===== src/rtl/mux_sel_sequencer.sv =====
// mux_sel_sequencer: parallel-to-serial driver that latches a word and steps an 8:1 mux select with hold/backpressure.
// Define MUXSEQ_MSB_FIRST_EN for MSB-first order (sel 7..0); default is LSB-first (sel 0..7).
module mux_sel_sequencer #(
    parameter int HOLD = 1
) (
    input  logic       clk,
    input  logic       rst,
    input  logic       in_valid,
    output logic       in_ready,
    input  logic [7:0] in_data,
    output logic [7:0] din,
    output logic [2:0] sel,
    output logic       bit_valid,
    input  logic       bit_ready,
    output logic       last,
    output logic       busy
);
`ifdef MUXSEQ_MSB_FIRST_EN
    localparam logic [2:0] START_SEL = 3'd7;
    localparam logic [2:0] LAST_SEL  = 3'd0;
    localparam logic       STEP_DN   = 1'b1;
`else
    localparam logic [2:0] START_SEL = 3'd0;
    localparam logic [2:0] LAST_SEL  = 3'd7;
    localparam logic       STEP_DN   = 1'b0;
`endif
    localparam logic [3:0] RELOAD = 4'(HOLD - 1);

    typedef enum logic {IDLE, SHIFT} state_t;

    state_t     state;
    logic [3:0] cnt;
    logic       accept;
    logic       load;

    assign busy      = state == SHIFT;
    assign bit_valid = busy && cnt == 4'd0;
    assign last      = busy && sel == LAST_SEL;
    assign accept    = bit_valid && bit_ready;
    // a word may load in IDLE or on the final accept, giving back-to-back words with no bubble
    assign in_ready  = !rst && (!busy || (accept && last));
    assign load      = in_valid && in_ready;

    always_ff @(posedge clk or posedge rst) begin
        if (rst) begin
            state <= IDLE;
            din   <= 8'h00;
            sel   <= START_SEL;
            cnt   <= 4'd0;
        end else if (load) begin
            state <= SHIFT;
            din   <= in_data;
            sel   <= START_SEL;
            cnt   <= RELOAD;
        end else if (accept && last) begin
            state <= IDLE;
        end else if (accept) begin
            sel <= STEP_DN ? sel - 3'd1 : sel + 3'd1;
            cnt <= RELOAD;
        end else if (busy && cnt != 4'd0) begin
            cnt <= cnt - 4'd1;
        end
    end
endmodule


===== config.mk =====
export PLATFORM = sky130hd
export DESIGN_NAME = mux_sel_sequencer
export DESIGN_NICKNAME = d
export VERILOG_FILES = /design/src/rtl/mux_sel_sequencer.sv
export SDC_FILE = /design/constraint.sdc
export NUM_CORES = 1
export LEC_CHECK = 0
export ABC_AREA = 0
export ABC_CLOCK_PERIOD_IN_PS = 2500
export CAP_MARGIN = 20
export CORE_MARGIN = 3
export CORE_UTILIZATION = 43
export CTS_BUF_LIST = sky130_fd_sc_hd__clkbuf_4 sky130_fd_sc_hd__clkbuf_8 sky130_fd_sc_hd__clkbuf_16
export CTS_CLUSTER_SIZE = 20
export DETAILED_ROUTE_END_ITERATION = 6
export PLACE_DENSITY_LB_ADDON = 0.3
export SLEW_MARGIN = 40
export SYNTH_ARGS = -nofsm -noshare
export SYNTH_HDL_FRONTEND = slang
export SYNTH_SLANG_ARGS = --single-unit

===== constraint.sdc =====
create_clock -name clk -period 2.5 [get_ports clk]
set_clock_uncertainty 0.05 [all_clocks]
set_input_delay 0.375 -clock clk [delete_from_list [all_inputs] [get_ports clk]]
set_output_delay 0.375 -clock clk [all_outputs]
set_load 0.02 [all_outputs]

==> summary.txt, run 1 <==
Global route
  • Vias in the first global route: 564
  • GRT Total Usage: 0.1497
  • M2 GR Usage: 0.2427
  • Largest net degree at the start of global routing: 17
  • Global-route layer with the greatest usage: met2
  • M1 GR Usage: 0.1963
  • Initial antenna violation count: 0
  • Total grt overflow: 0
  • Global routing usage on met3: 0.02583
  • First-pass GRT wire length: 2415 um

Logic synthesis
  • Synth Net Count: 80
  • Post-Syn Instances: 65
  • Ys async rst share: 1.000
  • EDFF count, synth: 0
  • Syn avg cell area: 11.72 um^2
  • Sequential area share after synthesis: 0.5255
  • Largest area contributor in the netlist: dfrtp_1
  • Area share of the largest cell type after synthesis: 0.5255
  • Top FF cell, synth: dfrtp_1
  • Yosys cell types: 22
  • Synth warn: 0
  • Area of the mapped netlist: 762.0 um^2
  • Seq cells post-synth: 16
  • Area contributors post-synth: dfrtp_1 (53%), mux2_2 (12%), ha_1 (4.9%), o21ai_0 (4.6%), o31ai_4 (2.8%)

Critical path
  • Worst path most repeated cell: ha_1
  • Worst endpoint required time: 2.08 ns
  • Crit path DAT: 1.82 ns
  • Crit path cell chain: ha_1, ha_1, and2_1, clkdlybuf4s50_1
  • Critical path class: register to output pin
  • Setup crit end kind: output pin
  • CP Launch Type: register
  • Highest-delay cell along the critical path: clkdlybuf4s50_1
  • CP max stage delay: 0.53 ns
  • Maximum fanout along the worst path: 4

Finish
  • Number of fill cells: 120
  • Fraction of layout cells with a size suffix above 1: 0.2062
  • Fin nets: 113
  • Finished Layout Cells: 121
  • P&R area growth vs syn: 45.48%
  • Diode count: 0

Clocking
  • Root Buffer: clkbuf_4
  • Htree depth: 1
  • CTS tree: built
  • Clock buffer count from CTS: 3
  • Hold-fix buffers, CTS: 0
  • Clk sinks: 16
  • CTS clk-pin slew, worst paths: 0.09 ns
  • Worst skew pair latency: 0.27 ns
  • CTS max path bufs: 2

Power
  • Combinational power share: 0.485
  • Cell Int Power: 709.7 uW
  • Peak supply drop: 0.5610 mV
  • Leak: 0.4994 nW
  • Net switching power: 389.8 uW
  • Switching portion of total power: 0.3545
  • Flop pwr share: 0.364
  • Power Dens Cells: 991.8 mW/mm^2
  • Clock share of power: 0.150

Outcome
  • Status: completed

Hold path
  • Hold Path Class: input port to asynchronous set/reset pin

Placement
  • IO Port Bufs: 26
  • Dpl cells: 117
  • Gpl congestion: 0.7131
  • Post-DP HPWL: 1219 um

Timing
  • Tightest Pin Transition: 0.5256 ns
  • Final Max Slew Viols: 0
  • RSZ-0062 raised after global routing: false
  • Final setup vio count: 0
  • Max Freq: 0.4462 GHz
  • Slew headroom: 0.6496
  • Min cycle time layout: 2.241 ns
  • Final worst-path cycle share: 0.8965
  • Fin Setup TNS: 0 ns
  • Hold Fails Final Rpt: 0
  • Final hold slack: 0.4476 ns

Die
  • DIE WIDTH: 48.10 um
  • Core area: 0.001594 mm^2
  • Io pins: 27
  • Die area: 0.002313 mm^2
  • Initial Util: 0.4780
  • Die Y: 48.10 um
  • Row Count: 14

Detailed routing
  • Via/cell ratio: 4.992
  • Via count: 604
  • Final wirelength: 1545 um
  • DRC errors left: 0
  • DR iter-0 viols: 6
  • Avg WL per Cell: 12.77 um
  • DRT antenna net count: 0
  • Iteration count of the initial detailed-routing pass: 4

Run
  • Max Cap Viol: 0
sequential cells by signal (all words and copies together), names as in the netlist:
signal,cells
sel,3
cnt,4
din,8
busy,1
worst paths after layout:
check / start / endpoint / slack (ns) / cells past startpoint
setup / recovery: sel[0] / last / 0.26 / 4
max in group asynchronous: rst / sel[0] / 1.78 / 3
min in group clk: din[6] / din[6] / 0.46 / 1
setup reg to reg: cnt[0] / din[2] / 0.39 / 5
hold reg to reg: din[6] / din[6] / 0.46 / 1
hold / removal: rst / cnt[3] / 0.45 / 3
power groups by stage:
stage          clock network (mW)  registers [mW]  logic (mW)
2_1_floorplan                   0           0.512       0.172
6_report                    0.165           0.400       0.534
4_1_cts                     0.171           0.403       0.540
3_3_place_gp                    0           0.402       0.529
5_1_grt                     0.180           0.413       0.578
3_5_place_dp                    0           0.408       0.533
critical path, delay by kind of cell (launching register included):
kind | cells | cell delay (ns)
AND/OR/NAND/NOR | 1 | 0.15
flip-flops | 1 | 0.42
adder cells (fa/ha/maj) | 2 | 0.44
buffers and inverters | 1 | 0.53
Yosys cell counts (2+ instances only):
| cell type | instances |
|---|---|
| o21ai_0 | 7 |
| nand2_1 | 4 |
| ha_1 | 3 |
| a21oi_1 | 2 |
| mux2_2 | 8 |
| dfrtp_1 | 16 |
| nand3_1 | 4 |
| nor2b_1 | 2 |
| nor2_1 | 2 |
| a21o_1 | 2 |
| inv_1 | 4 |
layer usage:
| layer | up-vias | wire length [um] |
|---|---|---|
| met4 | 0 | 12 |
| met2 | 17 | 790 |
| met5 | - | 0 |
| li1 | 296 | - |
| met3 | 2 | 72 |
| met1 | 289 | 669 |
layout by cell type (no fill, tap or decap):
cell              n
o31ai_1           1
or2b_2            1
dlymetal6s2s_1    1
o31ai_4           1
dlygate4sd2_1     1
or4_1             1
nand3_1           4
nor2_1            2
nor2b_1           2
nand2_1           4
ha_1              3
o2bb2ai_1         1
o21ai_0           7
inv_1             4
nand2b_1          1
and2_1            1
clkdlybuf4s50_1  24
and4bb_2          1
a21oi_1           1
mux2_2            8
clkbuf_4          3
a21o_1            2
buf_4             2
nor3_1            1
a21oi_2           1
or3b_2            1
clkbuf_8          1
or3b_4            1
dfrtp_1          16
layout make-up:
class / instances / area [um^2] / area share
well taps: 24 / 30.03 / 0.02709
flip-flops and latches: 16 / 400.4 / 0.3612
inverters: 4 / 15.01 / 0.01354
multi-input cells: 45 / 350.3 / 0.3160
clock buffers: 4 / 36.28 / 0.03273
repair buffers: 28 / 276.5 / 0.2494
stage by stage:
step,cell area (um^2),setup slack [ns],util,power [mW]
floorplan,762.0,0.5617,-,0.6840
global placement,1067,0.1621,0.6695,0.9310
detailed placement,1067,0.1583,0.6695,0.9413
CTS,1106,0.05742,0.6939,1.114
global route,1109,0.1669,0.6954,1.171
finish,1109,0.2587,0.6954,1.099
what timing repair did:
action	in CTS	in global routing
resized for setup	2	1
gates cloned	0	0
endpoints found under the hold margin	0	0
buffers inserted	0	0
setup endpoints to repair	2	1
cells by family after synthesis:
group | share of synthesized area
buffers and inverters | 0.01970
DFF | 0.5254
adders and majority gates | 0.04927
AOI/OAI and AO/OA | 0.1281
muxes | 0.1182
and+or+nand+nor | 0.1593
Note: power is estimated with default switching activity, not from simulation.
==> inputs of run 2 (changes only) <==
Settings changed: REMOVE_ABC_BUFFERS set to 1.
==> results of run 2 <==
No change in the layout: final DEF, timing and power equal those of run 1.
